<file path="src/rtl/hist_eq_phase_seq.sv">
// Phase sequencer for the histogram-equalisation pipeline: HIST -> CDF -> DIV -> MAP -> DONE,
// with a per-phase watchdog, abort, error capture and a completed-frame counter.
module hist_eq_phase_seq #(
  parameter int TIMEOUT_CYC = 20000,
  parameter int WD_W        = 16
) (
  input  logic        clk,
  input  logic        reset,
  input  logic        start,
  input  logic        abort,
  input  logic        hist_done,
  input  logic        cdf_done,
  input  logic        div_sc_mem_wt_done,
  input  logic        output_wt_done,
  output logic        hist_en,
  output logic        cdf_en,
  output logic        div_en,
  output logic        map_en,
  output logic        map_start,
  output logic        busy,
  output logic        done,
  output logic        error,
  output logic [2:0]  err_phase,
  output logic [2:0]  phase,
  output logic [15:0] frame_cnt
);

  typedef enum logic [2:0] {
    S_IDLE = 3'd0,
    S_HIST = 3'd1,
    S_CDF  = 3'd2,
    S_DIV  = 3'd3,
    S_MAP  = 3'd4,
    S_DONE = 3'd5,
    S_ERR  = 3'd6,
    S_BAD  = 3'd7
  } state_t;

  localparam logic [WD_W-1:0] WD_LAST = WD_W'(TIMEOUT_CYC - 1);

  state_t          state;
  state_t          state_nxt;
  logic [WD_W-1:0] wd;
  logic [WD_W-1:0] wd_nxt;
  logic [2:0]      err_nxt;
  logic            active;
  logic            phase_done;

  always_comb begin
    state_nxt  = state;
    err_nxt    = err_phase;
    active     = (state == S_HIST) || (state == S_CDF) || (state == S_DIV) || (state == S_MAP);
    phase_done = 1'b0;
    case (state)
      S_HIST:  phase_done = hist_done;
      S_CDF:   phase_done = cdf_done;
      S_DIV:   phase_done = div_sc_mem_wt_done;
      S_MAP:   phase_done = output_wt_done;
      default: phase_done = 1'b0;
    endcase

    // Priority inside an active phase: abort, then the phase's own done, then the watchdog.
    case (state)
      S_IDLE: if (start) state_nxt = S_HIST;
      S_HIST, S_CDF, S_DIV, S_MAP: begin
        if (abort) begin
          state_nxt = S_IDLE;
        end else if (phase_done) begin
          state_nxt = state_t'(state + 3'd1);
        end else if (wd == WD_LAST) begin
          state_nxt = S_ERR;
          err_nxt   = state;
        end
      end
      S_DONE: state_nxt = S_IDLE;
      S_ERR: begin
        if (start) begin
          state_nxt = S_HIST;
          err_nxt   = 3'd0;
        end
      end
      default: state_nxt = S_IDLE;
    endcase

    if (state_nxt != state) wd_nxt = '0;
    else if (active)        wd_nxt = wd + 1'b1;
    else                    wd_nxt = wd;
  end

  // Outputs are registered from the next-state decode so they line up with the state register.
  always_ff @(posedge clk or negedge reset) begin
    if (!reset) begin
      state     <= S_IDLE;
      wd        <= '0;
      err_phase <= 3'd0;
      hist_en   <= 1'b0;
      cdf_en    <= 1'b0;
      div_en    <= 1'b0;
      map_en    <= 1'b0;
      map_start <= 1'b0;
      busy      <= 1'b0;
      done      <= 1'b0;
      error     <= 1'b0;
      phase     <= 3'd0;
      frame_cnt <= 16'd0;
    end else begin
      state     <= state_nxt;
      wd        <= wd_nxt;
      err_phase <= err_nxt;
      hist_en   <= (state_nxt == S_HIST);
      cdf_en    <= (state_nxt == S_CDF);
      div_en    <= (state_nxt == S_DIV);
      map_en    <= (state_nxt == S_MAP);
      map_start <= (state_nxt == S_MAP) && (state != S_MAP);
      busy      <= (state_nxt == S_HIST) || (state_nxt == S_CDF) || (state_nxt == S_DIV) ||
                   (state_nxt == S_MAP)  || (state_nxt == S_DONE);
      done      <= (state_nxt == S_DONE);
      error     <= (state_nxt == S_ERR);
      phase     <= state_nxt;
      if (state_nxt == S_DONE) frame_cnt <= frame_cnt + 16'd1;
    end
  end

endmodule
</file>
<file path="config.mk">
export PLATFORM = sky130hd
export DESIGN_NAME = hist_eq_phase_seq
export DESIGN_NICKNAME = d
export VERILOG_FILES = /design/src/rtl/hist_eq_phase_seq.sv
export SDC_FILE = /design/constraint.sdc
export NUM_CORES = 1
export LEC_CHECK = 0
export ABC_AREA = 1
export CAP_MARGIN = 20
export CORE_ASPECT_RATIO = 0.7
export CORE_MARGIN = 4
export CORE_UTILIZATION = 50
export CTS_CLUSTER_DIAMETER = 40
export DETAILED_ROUTE_END_ITERATION = 16
export DONT_BUFFER_PORTS = 1
export GPL_ROUTABILITY_DRIVEN = 0
export GPL_TIMING_DRIVEN = 1
export PLACE_DENSITY = 0.71
export SYNTH_ARGS = -nofsm -noshare
export SYNTH_HDL_FRONTEND = slang
export SYNTH_SLANG_ARGS = --single-unit
</file>
<file path="constraint.sdc">
create_clock -name clk -period 2.43 [get_ports clk]
set_input_delay 0.3645 -clock clk [delete_from_list [all_inputs] [get_ports clk]]
set_output_delay 0.3645 -clock clk [all_outputs]
set_load 0.05 [all_outputs]
</file>
==> results of run 1 <==
## cell usage in the layout, fill, tap and decap left out
cell           instances
nand2_1               85
dfrtp_1               46
inv_1                 35
nor2_1                34
nand3_1               25
buf_4                 24
nor3_1                12
o21ai_0               10
xor2_1                10
nor3_2                10
xnor2_1                8
ha_1                   7
nand4_1                6
clkbuf_8               6
nand2_4                5
o21ai_2                4
nand2_2                4
nand3_2                4
nor2_2                 3
a21oi_1                3
nor2_4                 2
and3_1                 2
inv_2                  1
inv_4                  1
nand3_4                1
inv_8                  1
mux2i_1                1
or3b_2                 1
o21ai_1                1
nor4_1                 1
xnor2_2                1
clkinv_2               1
clkinvlp_4             1
buf_16                 1
dlygate4sd3_1          1
## layer usage
layer / wire length [um] / track usage (%) / vias to the layer above
met4: 66 / 3.628 / 0
li1: - / - / 1110
met1: 2939 / 28.86 / 1037
met5: 0 / 0 / -
met3: 338 / 5.098 / 8
met2: 2339 / 23.73 / 76
## per-stage QoR
step	utilization [%]	hold WS (ns)	total power, mW	instances
after floorplan	-	0.06891	2.413	328
after global placement	55.31	0.07036	2.746	416
after detailed placement	55.31	0.07068	2.769	416
after CTS	57.85	0.3979	3.295	426
after global routing	58.52	0.4207	3.505	430
final	58.52	0.4159	3.303	430
## registers in the layout, summed over array words and instances, names as in the netlist, 3 cells and up
name       count
frame_cnt     16
wd            16
err_phase      3
state          3
## report_power, final
part / internal [mW] / switching (mW)
sequential: 0.888 / 0.241
combinational: 0.516 / 1.17
clock: 0.229 / 0.256
## cell families (layout without fill, tap and decap cells)
| kind of cell | count (synthesis) | count (layout) | synth area share [%] |
|---|---|---|---|
| flops | 46 | 46 | 42.65 |
| fa+ha+maj | 7 | 7 | 3.245 |
| buf+inv | 42 | 72 | 7.279 |
| xor+xnor | 19 | 19 | 6.444 |
| simple gates | 195 | 195 | 36.12 |
| compound gates | 18 | 18 | 3.894 |
| mux | 1 | 1 | 0.3709 |
## repair_timing
action,4_1_cts,5_1_grt
hold buffers,2,0
hold endpoints to repair,46,0
setup endpoints to repair,0,12
resized for setup,0,2
setup buffers,0,4
## how the worst max path moves through the flow
stage | start | end | depth (start not counted)
after floorplan | state[0] | frame_cnt[0] | 14
after global placement | state[1] | frame_cnt[2] | 14
after detailed placement | state[1] | frame_cnt[6] | 14
after CTS | state[1] | frame_cnt[6] | 14
after global routing | state[1] | wd[7] | 12
final | state[0] | wd[7] | 14
## area by class of cell
type / count / area share (%)
clock inverters: 2 / 0.4088
multi-input cells: 240 / 44.24
clock buffers: 6 / 2.698
flip-flops and latches: 46 / 37.61
inverters: 38 / 4.988
well taps: 72 / 2.944
repair buffers: 26 / 7.114
## worst max-delay path, cell delays in order (launching register included)
cell     delay [ns]
dfrtp_1        0.41
inv_1          0.14
ha_1           0.24
nand2_1        0.07
inv_1          0.09
nor2_2         0.05
nand2_4        0.13
nand2_4        0.09
nor2_1         0.12
nand2_1        0.11
nand2_4        0.14
nand2_1        0.08
nand2_2        0.15
buf_4          0.21
nor3_1         0.07
==> summary.md, run 1 <==
| Metric | Value |
|---|---|
| Routed Antenna Nets | 0 |
| Filler cells | 475 |
| Slew margin rel. | a little under two thirds |
| R2R cell count | 14 |
| Initial antenna violation count | 0 |
| Post-synthesis register bit count | 46 |
| Synth top area share | 42.65% |
| RSZ-0062 raised after global routing | false |
| Syn_area_per_cell | 8.228 um2 |
| Setup Skew | between 0.009 and 0.01 ns |
| Status | finished clean |
| Via count | 2231 |
| Final Cycle Share | 90.81% |
| Setup slack after layout | 0.2234 ns |
| Final instance area | 0.003060 mm2 |
| Hold Path Stages | 3 |
| Initial detailed-routing violation count | 107 |
| TritonCTS Buffers | 5 |
| CTS clk-pin slew, worst paths | 0.08 ns |
| Placed wire-length estimate | approximately 4200 um |
| Row count | 22 |
| Reg-to-reg startpoint | state[0] |
| Chip Height | 69.47 um |
| Register Area | approximately 0.0012 mm2 |
| Post-synthesis cell type count | 32 |
| Max clock buf depth | 2 |
| Largest net degree at the start of global routing | 47 |
| Slew Viols, Final | 0 |
| Startpoint Class | flop |
| Die Span X | 95.81 um |
| R2r setup slk | 0.22 ns |
| Post-synth top cells | nand2_1 (85), dfrtp_1 (46), inv_1 (35), nor2_1 (35), nand3_1 (25) |
| ANT cells | 0 |
| Die footprint | 0.006656 mm2 |
| Sequential share of the synthesized area | 42.65% |
| Area occupied by multi-input gates | between 0.001 and 0.0015 mm2 |
| Max VDD drop | 0.6815 mV |
| Vias per cell | roughly 5.2 |
| Synth area leaders | dfrtp_1 (43%), nand2_1 (12%), inv_1 (4.9%) |
| Yosys warns | 0 |
| First-pass GRT wire length | 9632 um |
| Overall routing resource usage | between 10% and 20% |
| Max Cap Viol | 0 |
| Initial Util | 51.60% |
| Reg2reg end | wd[7] |
| Post-DR wirelength/cell | 13.22 um |
| Netlist Area Pre-Place | 0.002699 mm2 |
| DP Worst Slack | 0.1685 ns |
| Hold Vio Cnt, Final | 0 |
| Min Tclk post-route | 2.207 ns |
| Async SR Flop Fraction | 100.0% |
| Share of cells above drive strength 1 | around a fifth |
| CTS tree | done |
| Root buffer cell | clkbuf_8 |
| First-pass DRT Iterations | 4 |
| # DRC | 0 |
| Mapped Cells | approximately 330 |
| Critical path arrival | 2.38 ns |
| Endpoints failing setup | 0 |
| Tightest Hold Check Type | in -> reg |
| Skew-Pair Late Insertion Delay | 0.29 ns |
| Final TNS setup | 0 ns |
| CP Capture Type | flop |
| CP max FO | 10 |
| Sink Count | 46 |
| Hold_sp | start |
| Syn Nets | 343 |
| Area Overhead vs Synth | 13.40% |
| Count leader, synth | nand2_1 |
| WL final | 5683 um |
| Number of synthesized flops with an enable pin | 0 |
| Num ports | 38 |
| Fin nets | 372 |
| Core area | 0.005230 mm2 |
| Grt total ovfl | 0 |
| Vias in the first global route | 2007 |
| Port buffer count | 0 |
| WS Path Type | reg -> reg |
| Placed cell areas | ~0.0029 mm2 |
| Cell taking the most area after synthesis | dfrtp_1 |
| WP data required | 2.60 ns |
| Least-Margin Pin Slew | 0.5452 ns |
| Power per Cell Area | 1079 mW/mm2 |
| Htree depth | 2 |
| Fmax | between 400 and 500 MHz |
| Most used DFF post-synth | dfrtp_1 |
| Hold Path Sink | state[1] |
| Lkg Pwr | 1.452 nW |
Power figures use the tool's default switching activity.
==> run 2, diff against run 1 <==
--- a/config.mk
+++ b/config.mk
@@ -5,7 +5,6 @@
 export SDC_FILE = /design/constraint.sdc
 export NUM_CORES = 1
 export LEC_CHECK = 0
-export ABC_AREA = 1
 export CAP_MARGIN = 20
 export CORE_ASPECT_RATIO = 0.7
 export CORE_MARGIN = 4
==> run 2 against run 1 <==
The run now ends with negative setup slack left. Largest cell class unchanged. Core utilization up 23 points. Routed wire length increased by 34%. Clock skew hardly changed. Critical path depth is 6 lower. Sequential power about the same. Clock power increased by 20%. Combinational power up 81%. Synthesized cell count fell by 29%.
==> summary.md, run 2 <==
| Metric | Value |
|---|---|
| Startpoint Class | flop |
| Sequential share of the synthesized area | 47.01% |
| Violated checks | negative setup slack |
| R2R cell count | 8 |
| Total power | roughly 4.7 mW |
| Syn_area_per_cell | 10.46 um2 |
| Most frequent cells in the layout | buf_4 (47), dfrtp_1 (43), xor2_1 (23) |
| Placed wire-length estimate | 4204 um |
| Fin nets | 312 |
| Initial Util | between 50% and 60% |
| ANT cells | 0 |
| Worst Hold Slack | around 0.25 ns |
| Setup crit end | frame_cnt[7] |
| CTS tree | done |
| Sink Count | between 40 and 50 |
| Netlist Area Pre-Place | ~0.0024 mm2 |
| Placed cell areas | between 0.002 and 0.003 mm2 |
| Grt total ovfl | 0 |
| Endpoints failing setup | 31 |
| Most common cell after layout, fill and taps aside | buf_4 |
| WS Path Type | reg -> reg |
| Tightest Hold Check Type | in -> reg |
| Chip Height | 66.55 um |
| Max clock buf depth | 2 |
| Slew margin rel. | 60.46% |
| Yosys warns | 0 |
| Root buffer cell | clkbuf_8 |
| Row count | 20 |
| Largest net degree at the start of global routing | 47 |
| Mapped Cells | 234 |
| RSZ-0062 raised after global routing | true |
| CP max FO | 5 |
| Vias per cell | a little over 6 |
| Setup slack after layout | -0.1813 ns |
| Routed Antenna Nets | 0 |
| Die footprint | 0.006099 mm2 |
| Cell taking the most area after synthesis | dfrtp_1 |
| Via count | 2202 |
| Most used DFF post-synth | dfrtp_1 |
| Lkg Pwr | 1.587 nW |
| Async SR Flop Fraction | 100.0% |
| Setup Skew | 0.009511 ns |
| Htree depth | 2 |
| Min Tclk post-route | ~2.6 ns |
| Area Overhead vs Synth | 50.49% |
| Final core occ | 81.35% |
| Slowest cell on crit path | or4_4 |
| Final Cycle Share | 107.5% |
| Crit path launch | state[0] |
| Share of cells above drive strength 1 | 46.98% |
| Post-DR wirelength/cell | roughly 21 um |
| Slew Viols, Final | 0 |
| First-pass GRT wire length | 10390 um |
| Critical path arrival | about 2.8 ns |
| Most used cell, CP | ha_4 |
| Least-Margin Pin Slew | 0.5931 ns |
| Syn Nets | 249 |
| Max VDD drop | 0.6903 mV |
| Power per Cell Area | 1285 mW/mm2 |
| Initial antenna violation count | 0 |
| CTS clk-pin slew, worst paths | approximately 0.090 ns |
| # DRC | 0 |
| Reg-to-reg startpoint | state[0] |
| Count leader, synth | dfrtp_1 |
| Number of synthesized flops with an enable pin | 0 |
| Initial detailed-routing violation count | 200 |
| Max Cap Viol | 0 |
| Overall routing resource usage | 21.83% |
| CP Capture Type | flop |
| Fmax | roughly 380 MHz |
| TritonCTS Buffers | 5 |
| Post-synth top cells | dfrtp_1 (46), nor3_1 (25), xor2_1 (23) |
| Synth top area share | between 40% and 50% |
| Synth area leaders | dfrtp_1 (47%), xor2_1 (8.2%), nor3_1 (5.1%) |
| Core area | about 0.0045 mm2 |
| Slowest cell delay on critical path | 0.52 ns |
| Reg2reg end | frame_cnt[7] |
| Post-synthesis cell type count | 47 |
| Vias in the first global route | 2024 |
| Port buffer count | 0 |
| Critical Path, Cell by Cell | ha_4 -> ha_4 -> nor3b_4 -> or3_4 -> a2111oi_4 -> o22ai_4 -> or4_4 -> xnor2_2 |
| Final instance area | around 0.0037 mm2 |
| R2r setup slk | -0.18 ns |
| Status | finished with violations |
| Num ports | 38 |
| WL final | 7590 um |
| First-pass DRT Iterations | 4 |
| Largest regs | frame_cnt x16, wd x16 |
| Skew-Pair Late Insertion Delay | 0.31 ns |
| Filler cells | 236 |
| DP Worst Slack | -0.2082 ns |
| WP data required | 2.63 ns |
| Post-synthesis register bit count | 46 |
| Die Span X | ~92 um |
| Hold Vio Cnt, Final | 0 |
## run 2: repair_timing
action | in CTS | in global routing
buffers inserted | 5 | 4
hold buffers | 2 | 0
pin swaps | 2 | 11
cloned | 0 | 2
hold endpoints to repair | 46 | 0
gates resized for setup | 23 | 62
setup endpoints to repair | 33 | 35
## run 2: cell families (layout without fill, tap and decap cells)
group | count (synthesis) | count (layout) | synth area share (%)
AND/OR/NAND/NOR | 102 | 102 | 24.48
AO/OA/AOI/OAI | 30 | 30 | 9.249
XOR/XNOR | 30 | 30 | 11.04
adder cells (fa/ha/maj) | 7 | 7 | 3.577
buffers and inverters | 15 | 79 | 2.912
multiplexers | 4 | 4 | 1.737
flip-flops | 46 | 46 | 47.01
## run 2: metal layers
layer  track usage (%)  share of wire, %
met1             28.94                41
met2             34.85                49
met3             6.208               7.0
met4             6.579               2.8
met5                 0                 0
## run 2: final cells by class
| type | instances | area [um2] | share of cell area (%) |
|---|---|---|---|
| clock buffer | 6 | 72.57 | 1.969 |
| tap | 66 | 82.58 | 2.241 |
| timing repair buffer | 63 | 564.3 | 15.31 |
| multi-input combinational | 173 | 1735 | 47.10 |
| clock inverter | 2 | 37.54 | 1.019 |
| inverter | 8 | 35.03 | 0.9508 |
| sequential | 46 | 1157 | 31.41 |
## run 2: worst min path at each step
stage / startpoint / end / slack (ns) / depth (start not counted)
6_report: start / err_phase[2] / 0.25 / 2
5_1_grt: start / err_phase[2] / 0.26 / 2
4_1_cts: start / err_phase[2] / 0.24 / 2
3_5_place_dp: reset / err_phase[2] / 0.07 / 0
3_3_place_gp: reset / err_phase[2] / 0.07 / 0
2_1_floorplan: reset / busy / 0.07 / 0
## run 2: critical path, delay by kind of cell (launching register included)
kind / cells / cell delay [ns]
xor+xnor: 1 / 0.14
simple gates: 3 / 1.00
flops: 1 / 0.49
fa+ha+maj: 2 / 0.34
compound gates: 2 / 0.54
## run 2: stage by stage
stage | instances | setup TNS, ns
after floorplan | 234 | -3.259
after global placement | 343 | -0.6494
after detailed placement | 343 | -3.004
after CTS | 358 | -0.4649
after global routing | 364 | -5.756
final | 364 | -3.142
## run 2: power by group
part | internal [mW] | total (mW) | switching, mW
Clock | 0.307 | 0.581 | 0.273
Combinational | 1.29 | 3.06 | 1.76
Sequential | 0.878 | 1.10 | 0.219
==> run 3, diff against run 2 <==
--- a/config.mk
+++ b/config.mk
@@ -6,7 +6,6 @@
 export NUM_CORES = 1
 export LEC_CHECK = 0
 export CAP_MARGIN = 20
-export CORE_ASPECT_RATIO = 0.7
 export CORE_MARGIN = 4
 export CORE_UTILIZATION = 50
 export CTS_CLUSTER_DIAMETER = 40
==> run 3 against run 2 <==
The run still ends with negative setup slack left. Critical endpoint unchanged. Final cell count decreased by 1.9%. Final area decreased by 11%. Largest power group unchanged. Sequential share of layout area increased by 4.0 points. Core utilization decreased by 12 points. Count of clock-buffer cells in the layout decreased by 1. Clock power decreased by 2%. Worst setup slack improved by 0.11 ns. Sequential power about the same. Routed wire length decreased by 24%. Via count decreased by 8.5%. Hold slack improved by 0.013 ns. First-iteration DRC count decreased by 47%.
==> summary.md, run 3 (synthesis results as in run 2) <==
| Metric | Value |
|---|---|
| Slew margin rel. | between 60% and 70% |
| Skew-Pair Late Insertion Delay | ~0.3 ns |
| First-pass DRT Iterations | 4 |
| WP data required | around 2.6 ns |
| Worst Hold Slack | 0.2618 ns |
| Status | finished with violations |
| Largest net degree at the start of global routing | 47 |
| Placed wire-length estimate | 3961 um |
| Htree depth | 2 |
| Min Tclk post-route | approximately 2.5 ns |
| Max Cap Viol | 0 |
| Initial Util | 51.84% |
| Num ports | 38 |
| First-pass GRT wire length | between 9000 and 10000 um |
| Placed cells | between 300 and 400 |
| CTS clk-pin slew, worst paths | 0.08 ns |
| Die footprint | slightly above 0.006 mm2 |
| Post-DR wirelength/cell | 16.17 um |
| TritonCTS Buffers | 5 |
| Sink Count | 46 |
| Filler cells | about 340 |
| CTS tree | done |
| Setup Skew | about 0.0087 ns |
| Initial detailed-routing violation count | about 110 |
| R2r setup slk | -0.07 ns |
| Lkg Pwr | approximately 1.5 nW |
| Max VDD drop | 0.6931 mV |
| Vias in the first global route | slightly above 2000 |
| Grt total ovfl | 0 |
| RSZ-0062 raised after global routing | true |
| Largest regs | frame_cnt x16, wd x16 |
| WS Path Type | reg -> reg |
| Tightest Hold Check Type | in -> reg |
| CP max FO | 4 |
| Via count | 2014 |
| Slew Viols, Final | 0 |
| Final Cycle Share | 103.1% |
| Most common cell after layout, fill and taps aside | buf_4 |
| Routed Antenna Nets | 0 |
| Setup slack after layout | -0.07489 ns |
| Chip Height | 77.98 um |
| Power per Cell Area | around 1100 mW/mm2 |
| Vias per cell | 5.641 |
| Startpoint Class | flop |
| Register Area | 0.001157 mm2 |
| WL final | around 5800 um |
| Initial antenna violation count | 0 |
| Overall routing resource usage | between 20 and 25% |
| Endpoints failing setup | 23 |
| Final TNS setup | -0.5622 ns |
| Area occupied by multi-input gates | 0.001434 mm2 |
| Violated checks | negative setup slack |
| Most frequent cells in the layout | buf_4 (51), dfrtp_1 (43), xor2_1 (23) |
| DP Worst Slack | -0.1724 ns |
| Port buffer count | 0 |
| Least-Margin Pin Slew | 0.5969 ns |
| Share of cells above drive strength 1 | 36.21% |
| CP Capture Type | flop |
| Final core occ | 69.14% |
| Die Span X | 77.98 um |
| Core area | 0.004723 mm2 |
| ANT cells | 0 |
| # DRC | 0 |
| Fmax | between 300 and 400 MHz |
| Fin nets | 304 |
| Row count | 25 |
| Critical path arrival | about 2.7 ns |
| Root buffer cell | clkbuf_8 |
| Hold Vio Cnt, Final | 0 |
| Max clock buf depth | 2 |
| Finished Layout Cells | 357 |
| Area Overhead vs Synth | 33.37% |
[run 3: cell count changes in the layout (fill, tap and decap cells not counted), moves of 3 or more]
| cell | delta |
|---|---|
| o22ai_2 | +3 |
| o22ai_4 | -3 |
| nor3_4 | -15 |
| buf_4 | +4 |
| nor3_1 | +17 |
| buf_6 | -9 |
[run 3: per-layer routing]
layer | part of all wire [%] | track usage [%] | vias to the layer above | wire length (um)
met5 | 0 | 0 | - | 0
met4 | 1.1 | 5.245 | 0 | 66
met3 | 5.0 | 4.988 | 8 | 287
met2 | 48 | 31.51 | 50 | 2775
met1 | 46 | 27.86 | 996 | 2643
li1 | - | - | 960 | -
[run 3: critical path, stage by stage (launching register included)]
cell	delay (ns)
dfrtp_4	0.52
ha_4	0.18
ha_4	0.18
a32oi_4	0.22
o21ai_2	0.11
buf_4	0.16
a2111oi_4	0.22
o22ai_2	0.15
or4_4	0.52
xnor2_2	0.14
[run 3: layout make-up]
cell class / instances / share of cell area [%]
Multi-Input combinational cell: 173 / 43.91
Sequential cell: 46 / 35.44
Timing Repair Buffer: 55 / 13.56
Tap cell: 67 / 2.567
Clock buffer: 5 / 2.107
Clock inverter: 3 / 1.341
Inverter: 8 / 1.073
[run 3: through the flow]
step | power [mW] | cell area, um2
final | 3.727 | 3266
after global routing | 3.952 | 3266
after CTS | 3.667 | 3226
after detailed placement | 2.904 | 2962
after global placement | 2.870 | 2962
after floorplan | 2.257 | 2557
[run 3: power by group]
part	internal [mW]	switching (mW)
Combinational	0.859	1.17
Clock	0.308	0.263
Sequential	0.877	0.250
[run 3: worst paths after layout]
path	startpoint	end	depth (start not counted)
min in group asynchronous	reset	frame_cnt[14]	2
max in group asynchronous	reset	state[0]	2
max reg2reg	state[0]	frame_cnt[7]	9
max	state[0]	frame_cnt[7]	9
min reg2reg	wd[14]	wd[14]	2
min	start	err_phase[2]	2
[run 3: timing repair]
item / in CTS / in global routing
setup buffers: 1 / 1
cloned: 1 / 0
hold buffers: 2 / 0
gates resized for setup: 20 / 5
endpoints found under the hold margin: 46 / 0
pin swaps: 2 / 2
setup endpoints to repair: 34 / 36
